===== config.mk =====
export PLATFORM = sky130hd
export DESIGN_NAME = hazard_scoreboard
export DESIGN_NICKNAME = d
export VERILOG_FILES = /design/src/rtl/hazard_pkg.sv /design/src/rtl/hazard_check.sv /design/src/rtl/hazard_scoreboard.sv
export SDC_FILE = /design/constraint.sdc
export NUM_CORES = 1
export LEC_CHECK = 0
export BUFFER_PORTS_ARGS = -buffer_cell sky130_fd_sc_hd__buf_2
export CAP_MARGIN = 40
export CORE_MARGIN = 3
export CORE_UTILIZATION = 35
export DETAILED_ROUTE_END_ITERATION = 16
export PLACE_DENSITY = 0.63
export SYNTH_ARGS = -nofsm -noshare
export SYNTH_HDL_FRONTEND = slang
export SYNTH_SLANG_ARGS = --single-unit

===== constraint.sdc =====
create_clock -name clk -period 5.3 [get_ports clk]
set_input_delay 0.265 -clock clk [delete_from_list [all_inputs] [get_ports clk]]
set_output_delay 0.265 -clock clk [all_outputs]
set_load 0.01 [all_outputs]

===== src/rtl/hazard_pkg.sv =====
// Shared definitions for the decode-stage register hazard scoreboard.
// Holds the drain FSM encoding and the hard-wired zero register index.
package hazard_pkg;

    typedef enum logic [1:0] {
        ST_RUN   = 2'd0,
        ST_DRAIN = 2'd1,
        ST_DONE  = 2'd2
    } state_e;

    localparam logic [4:0] REG_ZERO = 5'd0;

endpackage


===== src/rtl/hazard_check.sv =====
// Combinational hazard detection: writeback-bypassed busy vector, RAW/WAW/capacity
// flags, and the resulting issue/stall decision for the decode instruction.
module hazard_check
    import hazard_pkg::*;
#(
    parameter int MAX_OUT = 4
) (
    input  logic        rst,
    input  logic        run,
    input  logic        id_valid,
    input  logic [4:0]  id_rs,
    input  logic [4:0]  id_rt,
    input  logic        id_uses_rs,
    input  logic        id_uses_rt,
    input  logic [4:0]  id_dest,
    input  logic        id_reg_write,
    input  logic        flush,
    input  logic        wb_valid,
    input  logic [4:0]  wb_reg,
    input  logic [31:0] busy,
    input  logic [2:0]  outstanding,
    output logic        wb_retire,
    output logic        set_busy,
    output logic        issue,
    output logic        stall
);

    localparam logic [2:0] OUT_LIMIT = 3'(MAX_OUT);

    logic [31:0] eff_busy;
    logic        dest_live;
    logic        raw_haz;
    logic        waw_haz;
    logic        cap_haz;

    // A register completing writeback this cycle is already readable (bypass).
    always_comb begin
        eff_busy = busy;
        if (wb_valid) begin
            eff_busy[wb_reg] = 1'b0;
        end
        eff_busy[REG_ZERO] = 1'b0;
    end

    assign dest_live = id_reg_write && (id_dest != REG_ZERO);
    assign wb_retire = wb_valid && (wb_reg != REG_ZERO) && busy[wb_reg];

    assign raw_haz = (id_uses_rs && eff_busy[id_rs]) || (id_uses_rt && eff_busy[id_rt]);
    assign waw_haz = dest_live && eff_busy[id_dest];
    // A retiring writeback frees a slot in the same cycle, so capacity is not hit.
    assign cap_haz = dest_live && (outstanding == OUT_LIMIT) && !wb_retire;

    assign issue    = id_valid && !flush && run && !rst && !raw_haz && !waw_haz && !cap_haz;
    assign stall    = id_valid && !flush && !rst && !issue;
    assign set_busy = issue && dest_live;

endmodule


===== src/rtl/hazard_scoreboard.sv =====
// Register write scoreboard: tracks pending writes, counts stalls, flags stray
// writebacks and runs the RUN/DRAIN/DONE pipeline drain handshake.
module hazard_scoreboard
    import hazard_pkg::*;
#(
    parameter int MAX_OUT = 4
) (
    input  logic        clk,
    input  logic        rst,
    input  logic        id_valid,
    input  logic [4:0]  id_rs,
    input  logic [4:0]  id_rt,
    input  logic        id_uses_rs,
    input  logic        id_uses_rt,
    input  logic [4:0]  id_dest,
    input  logic        id_reg_write,
    input  logic        flush,
    input  logic        wb_valid,
    input  logic [4:0]  wb_reg,
    input  logic        drain_req,
    output logic        drain_done,
    output logic        issue,
    output logic        stall,
    output logic [31:0] busy,
    output logic [2:0]  outstanding,
    output logic        wb_err,
    output logic [15:0] stall_cnt
);

    state_e      state_q, state_d;
    logic [31:0] busy_q, busy_d;
    logic [2:0]  out_q, out_d;
    logic        err_q, err_d;
    logic [15:0] cnt_q, cnt_d;
    logic        wb_retire;
    logic        set_busy;

    hazard_check #(
        .MAX_OUT (MAX_OUT)
    ) u_check (
        .rst          (rst),
        .run          (state_q == ST_RUN),
        .id_valid     (id_valid),
        .id_rs        (id_rs),
        .id_rt        (id_rt),
        .id_uses_rs   (id_uses_rs),
        .id_uses_rt   (id_uses_rt),
        .id_dest      (id_dest),
        .id_reg_write (id_reg_write),
        .flush        (flush),
        .wb_valid     (wb_valid),
        .wb_reg       (wb_reg),
        .busy         (busy_q),
        .outstanding  (out_q),
        .wb_retire    (wb_retire),
        .set_busy     (set_busy),
        .issue        (issue),
        .stall        (stall)
    );

    // Clear is applied before set so a same-cycle reissue keeps the bit busy.
    always_comb begin
        busy_d = busy_q;
        if (wb_retire) begin
            busy_d[wb_reg] = 1'b0;
        end
        if (set_busy) begin
            busy_d[id_dest] = 1'b1;
        end
        out_d = out_q + {2'b00, set_busy} - {2'b00, wb_retire};
        err_d = err_q || (wb_valid && (wb_reg != REG_ZERO) && !busy_q[wb_reg]);
        cnt_d = (stall && (cnt_q != 16'hFFFF)) ? cnt_q + 16'd1 : cnt_q;

        state_d = state_q;
        unique case (state_q)
            ST_RUN:   if (drain_req)      state_d = ST_DRAIN;
            ST_DRAIN: if (out_d == 3'd0)  state_d = ST_DONE;
            ST_DONE:  if (!drain_req)     state_d = ST_RUN;
            default:                      state_d = ST_RUN;
        endcase
    end

    always_ff @(posedge clk) begin
        if (rst) begin
            state_q <= ST_RUN;
            busy_q  <= 32'd0;
            out_q   <= 3'd0;
            err_q   <= 1'b0;
            cnt_q   <= 16'd0;
        end else begin
            state_q <= state_d;
            busy_q  <= busy_d;
            out_q   <= out_d;
            err_q   <= err_d;
            cnt_q   <= cnt_d;
        end
    end

    assign drain_done  = (state_q == ST_DONE) && !rst;
    assign busy        = busy_q;
    assign outstanding = out_q;
    assign wb_err      = err_q;
    assign stall_cnt   = cnt_q;

endmodule


==> reports/metrics.yaml <==
core-area_um2: 11080
area_growth_pct: 15.19
rsz0062_at_grt: "no"
arrival_ns: 4.83
yosys.area.top_type: "dfxtp_1"
fp.dieW_um: 113.5
die_h_um: 113.5
final-max-slew-violation-count: 0
clk_pin_slew_ns: 0.07
finalCritPeriodShare_pct: 87.21
fmax_mhz: 216.4
post-cts-setup-buffers: 0
intPower_uw: 660.1
status: "finished, final reports clean"
grt_pass1_vias: 4226
reg2regPathDepth: 17
worstHoldPathCells: 3
fin_worst_skew_ns: 0.01275
cts.sinks: 54
worstPathRequired_ns: 5.51
cts_max_level: 2
grt_pass1_wl_mm: 23.63
async_flop_share_pct: 0
worst_pin_slew_ns: 0.8206
syn-num-nets: 525
seq_power_share_pct: 44.5
io_buffers: 83
nFillCells: 1116
finalHoldWorstSlack_ns: 0.2333
diodes: 0
synth_seq_cells: 54
setup_viol: 0
r2r_start: "busy[17]$_SDFF_PP0_"
netSwitchingPower_uw: 301.8
ir_drop_mv: 0.1339
finalHoldViolCount: 0
cp_max_fo: 30
max_cap_viol_count: 0
yosys-top-cells-area: "dfxtp_1 27%, mux2i_1 6.9%, mux4_2 3.9%"
fin_total_pwr_uw: 961.8
max_slew_margin_pct: 45.18
hold_buffers: 0
worstSetupEndpointType: "flip-flop"
synth.most_common_cell: "dfxtp_1"
start_kind: "input port"
synth_seq_area_share_pct: 26.72
critPathKind: "in -> reg"
grt_remaining_overflow: 0
via_per_inst: 6.358
gp_congestion: 1.020
postRouteAntennaNets: 0
start_util_pct: 36.51
via_count: 4406
synth.distinct_cells: 76
ys_warn_count: 0
clk_latency_ns: 0.32
rows: 38
netlist_instances: 492
num_io_pins: 84
p_leak_uw: 0.001758
post_drt_wl_per_cell_um: 21.72
synthFlopType: "dfxtp_1"
layout.nets: 585
p_comb_share_pct: 18.6
drtPass1Iterations: 5
whs_endpoint: "state_q[0]$_SDFFE_PP0P_"
cts_resized: 0
finalCriticalPeriod_ns: 4.622
syn_area_per_cell_um2: 8.222
ys_top_cells_by_count: "54 x dfxtp_1, 40 x nand2_1, 32 x nor2_1"
die_area_um2: 12880
r2r_slack_ns: 1.13
numCtsBuffers: 5
hp-class: "in -> reg"
drt-initial-drc-count: 502
min_from: "drain_req"
drc: 0
cts_buffer_depth: 2
r2r_end: "state_q[0]$_SDFFE_PP0P_"
antenna_found_initial: 0
grt_max_degree: 57
p_sw_share_pct: 31.37
drive_gt1_share_pct: 23.51
wirelength_mm: 15.05
power_per_cell_area_nw_per_um2: 206.4
grt.total_usage_pct: 23.36
cts_tree: "built"
root_buffer: "clkbuf_16"
yosysTopAreaCellShare_pct: 26.72
synth_area_um2: 4045
fin_setup_tns_ns: 0
power_frac_clock_pct: 36.9
synth-edff-count: 0
dp_hpwl_mm: 11.30
-- final cells by class --
cell class              instances  area (µm²)  area share [%]
flip-flops and latches         54        1081           23.20
repair buffers                 87       445.4           9.560
clock buffers                   5       125.1           2.685
multi-input cells             393        2763           59.29
clock inverters                 3       26.28          0.5639
inverters                      11       43.79          0.9398
well taps                     140       175.2           3.759
-- worst max-delay path, stage by stage --
cell and delay, ns:
buf_2 0.54, nand4_1 0.38, o21ai_1 0.44, mux4_2 0.31, a221oi_1 0.08, nor4_1 0.33, o2111ai_1 0.31, nor3_4 0.42
inv_4 0.12, ha_1 0.29, inv_1 0.05, ha_1 0.12, inv_1 0.04, fa_1 0.37, xor2_1 0.16, xnor2_1 0.14
and4b_1 0.20, nor4_1 0.24
-- power groups by stage --
stage,clock (µW),sequential (µW),combinational [µW]
after floorplan,0,438,117
after global placement,0,437,174
after detailed placement,0,438,175
after CTS,362,428,176
after global routing,379,430,193
final,354,428,179
-- metal layers --
layer | GRT usage, % | vias up | part of all wire [%]
li1 | - | 2001 | -
met1 | 30.96 | 2084 | 41
met2 | 36.79 | 273 | 46
met3 | 4.138 | 48 | 9.0
met4 | 11.22 | 0 | 4.2
met5 | 0 | - | 0
-- metrics by stage --
stage          instance area [µm²]  worst slack, ns  utilization, %  std cells
6_report                      4659           0.6781           42.06        693
4_1_cts                       4659           0.8509           42.06        693
2_1_floorplan                 4045            1.485               -        492
3_3_place_gp                  4508           0.6850           40.69        685
3_5_place_dp                  4508           0.5253           40.69        685
5_1_grt                       4659           0.3728           42.06        693
-- cells by family after synthesis --
group | Yosys count | share of synthesized area, %
simple gates | 201 | 28.18
buf+inv | 45 | 4.980
fa+ha+maj | 4 | 1.423
mux | 47 | 14.17
xor+xnor | 5 | 1.083
flops | 54 | 26.72
compound gates | 136 | 23.45
-- worst max path at each step --
stage / startpoint / cells after the start / end
floorplan: wb_reg[0] / 18 / state_q[1]$_SDFFE_PP0P_
global placement: wb_reg[0] / 19 / state_q[1]$_SDFFE_PP0P_
finish: wb_reg[0] / 18 / state_q[0]$_SDFFE_PP0P_
detailed placement: wb_reg[0] / 19 / state_q[1]$_SDFFE_PP0P_
CTS: wb_reg[0] / 18 / state_q[0]$_SDFFE_PP0P_
global route: wb_reg[0] / 18 / state_q[0]$_SDFFE_PP0P_
-- state kept, by name (all words and copies together) (netlist names) --
signal,count
busy,32
stall_cnt,16
outstanding,3
state_q,2
wb_err,1
-- cells in the final DEF, fill, tap and decap left out, drive strengths merged, types with 12 or more instances in the layout --
cell type,instances
o21ai,39
mux2i,28
nor2,32
nand3,18
o22ai,27
buf,87
dfxtp,54
nand2,40
nor3,16
inv,12
nor2b,19
mux2,12
a21oi,14
(Power assumes the default switching activity.)
